## src/rtl/fetch_seq.sv

```systemverilog
// rtl/fetch_seq.sv - instruction fetch sequencer driving PC inc/load and program memory reads
module fetch_seq #(
  parameter int             AW      = 8,
  parameter int             DW      = 8,
  parameter logic [DW-1:0]  JMP_OP  = 8'h40,
  parameter logic [DW-1:0]  HALT_OP = 8'hFF
) (
  input  logic          clk,
  input  logic          reset,
  input  logic          start,
  input  logic [AW-1:0] pc_addr,
  output logic          pc_inc,
  output logic          pc_load,
  output logic [AW-1:0] pc_target,
  output logic          mem_req,
  output logic [AW-1:0] mem_addr,
  input  logic          mem_ready,
  input  logic [DW-1:0] mem_rdata,
  output logic          ins_valid,
  input  logic          ins_ready,
  output logic [DW-1:0] ins_data,
  output logic          halted
);

  typedef enum logic [2:0] {
    S_IDLE,
    S_FETCH,
    S_DECODE,
    S_ISSUE,
    S_OPERAND,
    S_HALTED
  } state_t;

  state_t        state;
  logic [DW-1:0] ir;

  // Sequencer state and registered handshake outputs; mem_req/ins_valid/halted
  // are set on the transition into the state that owns them so they are valid
  // for the whole residency in that state.
  always_ff @(posedge clk) begin
    if (reset) begin
      state     <= S_IDLE;
      mem_req   <= 1'b0;
      ins_valid <= 1'b0;
      ins_data  <= '0;
      halted    <= 1'b0;
      ir        <= '0;
    end else begin
      case (state)
        S_IDLE: begin
          if (start) begin
            state   <= S_FETCH;
            mem_req <= 1'b1;
          end
        end
        S_FETCH: begin
          if (mem_ready) begin
            ir      <= mem_rdata;
            mem_req <= 1'b0;
            state   <= S_DECODE;
          end
        end
        S_DECODE: begin
          // HALT takes priority so a HALT encoding can never be mistaken for a jump
          if (ir == HALT_OP) begin
            halted <= 1'b1;
            state  <= S_HALTED;
          end else if (ir == JMP_OP) begin
            mem_req <= 1'b1;
            state   <= S_OPERAND;
          end else begin
            ins_valid <= 1'b1;
            ins_data  <= ir;
            state     <= S_ISSUE;
          end
        end
        S_ISSUE: begin
          if (ins_ready) begin
            ins_valid <= 1'b0;
            mem_req   <= 1'b1;
            state     <= S_FETCH;
          end
        end
        S_OPERAND: begin
          // Operand read completes straight into the next fetch at the target,
          // so mem_req stays asserted across the transition.
          if (mem_ready) begin
            state <= S_FETCH;
          end
        end
        S_HALTED: begin
          if (start) begin
            halted  <= 1'b0;
            mem_req <= 1'b1;
            state   <= S_FETCH;
          end
        end
        default: begin
          state     <= S_IDLE;
          mem_req   <= 1'b0;
          ins_valid <= 1'b0;
          halted    <= 1'b0;
        end
      endcase
    end
  end

  // PC controls must act in the same cycle the memory completes, so they are
  // decoded from state and mem_ready rather than registered.
  always_comb begin
    pc_inc    = (state == S_FETCH)   && mem_ready;
    pc_load   = (state == S_OPERAND) && mem_ready;
    pc_target = pc_load ? AW'(mem_rdata) : '0;
    mem_addr  = pc_addr;
  end

endmodule

```

## config.mk

```make
export PLATFORM = sky130hd
export DESIGN_NAME = fetch_seq
export DESIGN_NICKNAME = d
export VERILOG_FILES = /design/src/rtl/fetch_seq.sv
export SDC_FILE = /design/constraint.sdc
export NUM_CORES = 1
export LEC_CHECK = 0
export ABC_AREA = 1
export CAP_MARGIN = 5
export CORE_AREA = 2 2 53 55
export CTS_CLUSTER_DIAMETER = 120
export DETAILED_ROUTE_END_ITERATION = 10
export DIE_AREA = 0 0 55 57
export DONT_BUFFER_PORTS = 1
export GPL_TIMING_DRIVEN = 0
export PLACE_DENSITY_LB_ADDON = 0.3
export SYNTH_ARGS = -nofsm -noshare
export SYNTH_HDL_FRONTEND = slang
export SYNTH_SLANG_ARGS = --single-unit
```

## constraint.sdc

```tcl
create_clock -name clk -period 1.45 [get_ports clk]
set_input_delay 0.145 -clock clk [delete_from_list [all_inputs] [get_ports clk]]
set_output_delay 0.145 -clock clk [all_outputs]
set_load 0.02 [all_outputs]
```

[Word-level counts from Yosys, hierarchy flattened]
Index checks and enable logic that the tools add are counted.
Word-level totals
  register bits: 22
  latch bits: 0
  bits in writable memories: 0
  bits in read-only memories: 0
  input port bits: 21
  output and inout port bits: 29
  memories kept: 0
Operators by class
  $add $sub $neg: 0
  multiply operators: 0
  div/mod/pow operators: 0
  $lt $le $gt $ge: 0
  equal/unequal tests: 16
  shifts and indexed selects: 0
  mux-type cells: 21
  bitwise logic cells: 5
  reduce and logical (&&, ||, !) cells: 12
Operators with widths (number)
  3-bit two-way mux: 6
  2-bit inequality test (second input constant): 8
  3-bit case mux with 5 select lines: 1
  1-bit two-way mux: 10
  8-bit by 7-bit == test with 1-bit output (second input constant): 1
  8-bit == test (second input constant): 1
  8-bit two-way mux: 1
  4-bit AND reduction: 2
  4-bit OR reduction: 2
  3-bit by 2-bit == test with 1-bit output (second input constant): 2
  3-bit == test (second input constant): 2
  1-bit case mux with 3 select lines: 2
  3-bit AND reduction: 2
  6-bit AND reduction: 1
  1-bit inverter: 5
  1-bit case mux with 5 select lines: 1
  3-bit by 1-bit == test with 1-bit output (second input constant): 1
  3-bit zero test: 1
  1-bit logical AND: 2
  2-bit by 1-bit inequality test with 1-bit output (second input constant): 1
  2-bit AND reduction: 1
  2-bit OR reduction: 1

[Logic depth before layout (Yosys ltp)]
  word-level depth: 4
  depth in mapped cells: 10

[Least setup slack after synthesis]
No wires, ideal clock.
  path type: register to output
  from: register state[1]
  to: output pc_target[0]
  data arrival time: 1.187 ns
  slack: 0.118 ns
  stages on the path, launching flop included: 7
  path through: dfxtp_1 -> buf_4 -> inv_2 -> nand2_1 -> nor2_1 -> nand2_1 -> nor2_1
On the way
  longest elaborated chain between the ends: 3
Ends and longest elaborated chain
  start: declaration: RTL line 34  | state_t state;
  start signal: assignment: RTL line 42  | state <= S_IDLE;
  start signal: assignment: RTL line 52  | state <= S_FETCH;
  start signal: assignment: RTL line 60  | state <= S_DECODE;
  3-bit == test: RTL line 112  | pc_load = (state == S_OPERAND) && mem_ready;
  1-bit logical AND: RTL line 112
  8-bit two-way mux: RTL line 113  | pc_target = pc_load ? AW'(mem_rdata) : '0;
  end: declaration: RTL line 14  | output logic [AW-1:0] pc_target,
Every way passes these cells.

[Worst setup path after layout]
  from: register state[1]
  to: register ins_data[7]
On the way
  longest elaborated chain between the ends: 2
Ends and longest elaborated chain
  3-bit by 2-bit == test with 1-bit output: RTL line 49  | case (state)
  3-bit AND reduction (no source line)
  end signal: assignment: RTL line 73  | ins_data <= ir;
  end: declaration: RTL line 21  | output logic [DW-1:0] ins_data,
Every way passes these cells.
A chain may end at the register's enable or synchronous reset.

==> impl_metrics.toml <==
[critical_path]
rrSetupSlack_ns = -0.08
cp_max_fo = 8
r2r_end = "ins_data[7]$_SDFFE_PP0P_"
crit_slowest_cell = "dfxtp_4"
crit_chain = "inv_4, buf_6, nor3_4, nand3_4, buf_8, o21ai_2, a21oi_2"
required_ns = 1.67
critical_path_class = "flip-flop to flip-flop"
cpPeakStageDelay_ns = 0.39
rr_startpoint = "state[1]$_SDFFE_PP0P_"
rr_worst_depth = 7
critPathCaptureType = "flip-flop"
worstPathArrival_ns = 1.75
cp-start-kind = "flip-flop"

[timing]
setup_tns_ns = -0.2184
relSlewSlack_pct = 66.06
setup_ws_ns = -0.08126
skew_ns = 0.008397
period_needed_ns = 1.531
hold_ws_ns = 0.01539
fin_crit_sh_pct = 105.6
setup_viol = 12
rsz0062_at_grt = "true"
hold_viol = 0
slew_violations = 0
fmax_ghz = 0.6531
tightest_slew_ns = 0.5091

[detailed_routing]
highest_layer = "met4"
post_drt_wl_per_cell_um = 13.50
drc = 0
firstDrtPassIters = 4
route.met3.wl_um = 269
vias = 1254
vias_per_cell = 5.359
totalWireLength_um = 3159
drtAntennaViolNets = 0
route.met2.wl_um = 1465
wl_met1_um = 1317
first_iter_violations = 20

[yosys]
synth.distinct_cells = 24
async_flop_share_pct = 0
yosysSeqAreaShare_pct = 35.38
yosysWarnings = 0
yosys-top-cells-count = "inv_1, nand2_1, nor2_1, dfxtp_1, a21oi_1"
synth_cells = 182
syn_avg_cell_area_um2 = 6.840
synthesis.area_um2 = 1245
yosysTopAreaCell = "dfxtp_1"
synth_most_common_cell = "inv_1"
yosysTopAreaCellShare_pct = 35.38
ys_seq_elements = 22
ys.flop_type = "dfxtp_1"
synth_area_leaders = "dfxtp_1, inv_1, nand2_1"
synth_edf_count = 0
syn-num-nets = 203

[min_path]
worstHoldEndpoint = "ir[0]$_SDFFE_PP0P_"
hp-start = "mem_rdata[0]"
hold_depth = 2
hp-class = "primary input to flip-flop"

[placed_design]
place_hpwl_um = 1916
place_congestion = 0.8391
place_inst = 213
port_buffers = 0

[clock_network]
clkLatencyLatePin_ns = 0.32
cts_htree_levels = 1
cts_buffer_depth = 2
tritoncts = "built"
cts.sinks = 22
clockRootBuffer = "clkbuf_4"
clk_pin_slew_worst_paths_ns = 0.13
cts_buffers = 3

[power]
p_sw_mw = 1.331
internal_power_mw = 1.730
p_per_area_nw_per_um2 = 1837
irDropWorstVdd_v = 0.001276
power.leakage_nw = 0.7211
p_seq_share_pct = 34.7
p_clk_share_pct = 15.7
comb_power_share_pct = 49.7
p_sw_share_pct = 43.49

[floorplanning]
coreArea_um2 = 2615
die_y_um = 57
initial_utilization_pct = 47.61
rows = 19
ioPinCount = 50
dieArea_um2 = 3135
die_x_um = 55

[status]
violations = "negative setup slack"
status = "finished with violations"

[grt]
grt_use_total_pct = 21.84
grt-ovfl-total = 0
grt_pass1_wl_um = 5078
antenna_found_initial = 0
grt_pass1_vias = 1184
grt_max_degree = 14

[finish]
final_util_pct = 63.73
drive_gt1_share_pct = 33.50
finalNonFillerCells = 234
antenna_cells = 0
nFillCells = 231
final_nets = 225
synthToLayoutAreaGrowth_pct = 33.87

[run]
max-cap-violations = 0
state kept, by name, indices dropped and copies added (netlist names):
| name | cells |
|---|---|
| ins_data | 8 |
| ir | 8 |
| state | 3 |
| halted | 1 |
| ins_valid | 1 |
| mem_req | 1 |
layout make-up:
class                   count  area, um^2  area share [%]
multi-input cells         114       698.2           41.89
flip-flops and latches     22       451.7           27.10
repair buffers             18       188.9           11.34
inverters                  33       138.9           8.333
plain buffers              12       97.59           5.856
well taps                  31       38.79           2.327
clock inverters             1       30.03           1.802
clock buffers               3       22.52           1.351
cells by family after synthesis:
family / after synthesis / synth area share (%)
AO/OA/AOI/OAI: 44 / 19.90
flip-flops: 22 / 35.38
buffers and inverters: 47 / 18.09
AND/OR/NAND/NOR: 69 / 26.63
layout by cell type, fill, tap and decap left out, types with 2 or more instances in the layout:
master	instances
o21ai_2	2
buf_4	21
nor2_4	11
clkbuf_16	2
clkbuf_1	2
inv_2	2
dfxtp_4	3
nor2_2	2
o21ai_0	17
nand4_1	2
nand2_2	2
a21oi_1	18
nand2_1	25
inv_1	28
nand3_4	2
a21oi_2	3
clkbuf_4	3
nor2_1	14
buf_8	2
nand3_1	5
dfxtp_1	19
nand2_4	3
nand3_2	2
routing by layer:
metal  vias up  track usage [%]
li1        607                -
met1       562            29.52
met2        72            31.97
met3        13            3.927
met4         0            12.89
met5         -                0
metrics by stage:
stage                     cell area, um^2  total power [mW]  setup slack, ns
after floorplan                      1245             1.844           0.1183
after global placement               1284             1.986         -0.01128
after detailed placement             1284             2.021         -0.03831
after CTS                            1567             2.904         -0.02283
after global routing                 1667             3.265          -0.1086
final                                1667             3.061         -0.08126
how the worst max path moves through the flow:
| stage | startpoint | end | slack, ns |
|---|---|---|---|
| CTS | state[0]$_SDFFE_PP0P_ | pc_target[3] | -0.02 |
| floorplan | state[1]$_SDFFE_PP0P_ | pc_target[0] | 0.12 |
| finish | state[1]$_SDFFE_PP0P_ | ins_data[7]$_SDFFE_PP0P_ | -0.08 |
| global route | state[1]$_SDFFE_PP0P_ | ins_data[7]$_SDFFE_PP0P_ | -0.11 |
| global placement | state[0]$_SDFFE_PP0P_ | pc_target[3] | -0.01 |
| detailed placement | state[1]$_SDFFE_PP0P_ | pc_target[3] | -0.04 |
power by group through the flow:
stage	clock, mW	sequential (mW)	combinational, mW
after CTS	0.492	1.03	1.39
after global placement	0	1.02	0.963
final	0.479	1.06	1.52
after floorplan	0	0.993	0.851
after detailed placement	0	1.03	0.994
after global routing	0.523	1.09	1.65
worst max-delay path: cells and delay by family, from the launching register on:
kind | cells | cell delay (ns)
and+or+nand+nor | 2 | 0.52
AOI/OAI and AO/OA | 2 | 0.17
DFF | 1 | 0.39
buffers and inverters | 3 | 0.34
repair_timing:
| item | in CTS | in global routing |
|---|---|---|
| buffers inserted | 11 | 4 |
| pin swaps | 7 | 8 |
| setup endpoints to repair | 10 | 22 |
| endpoints found under the hold margin | 2 | 0 |
| gates resized for setup | 38 | 7 |
| hold buffers | 1 | 0 |
| gates cloned | 1 | 2 |
(Power assumes the default switching activity.)
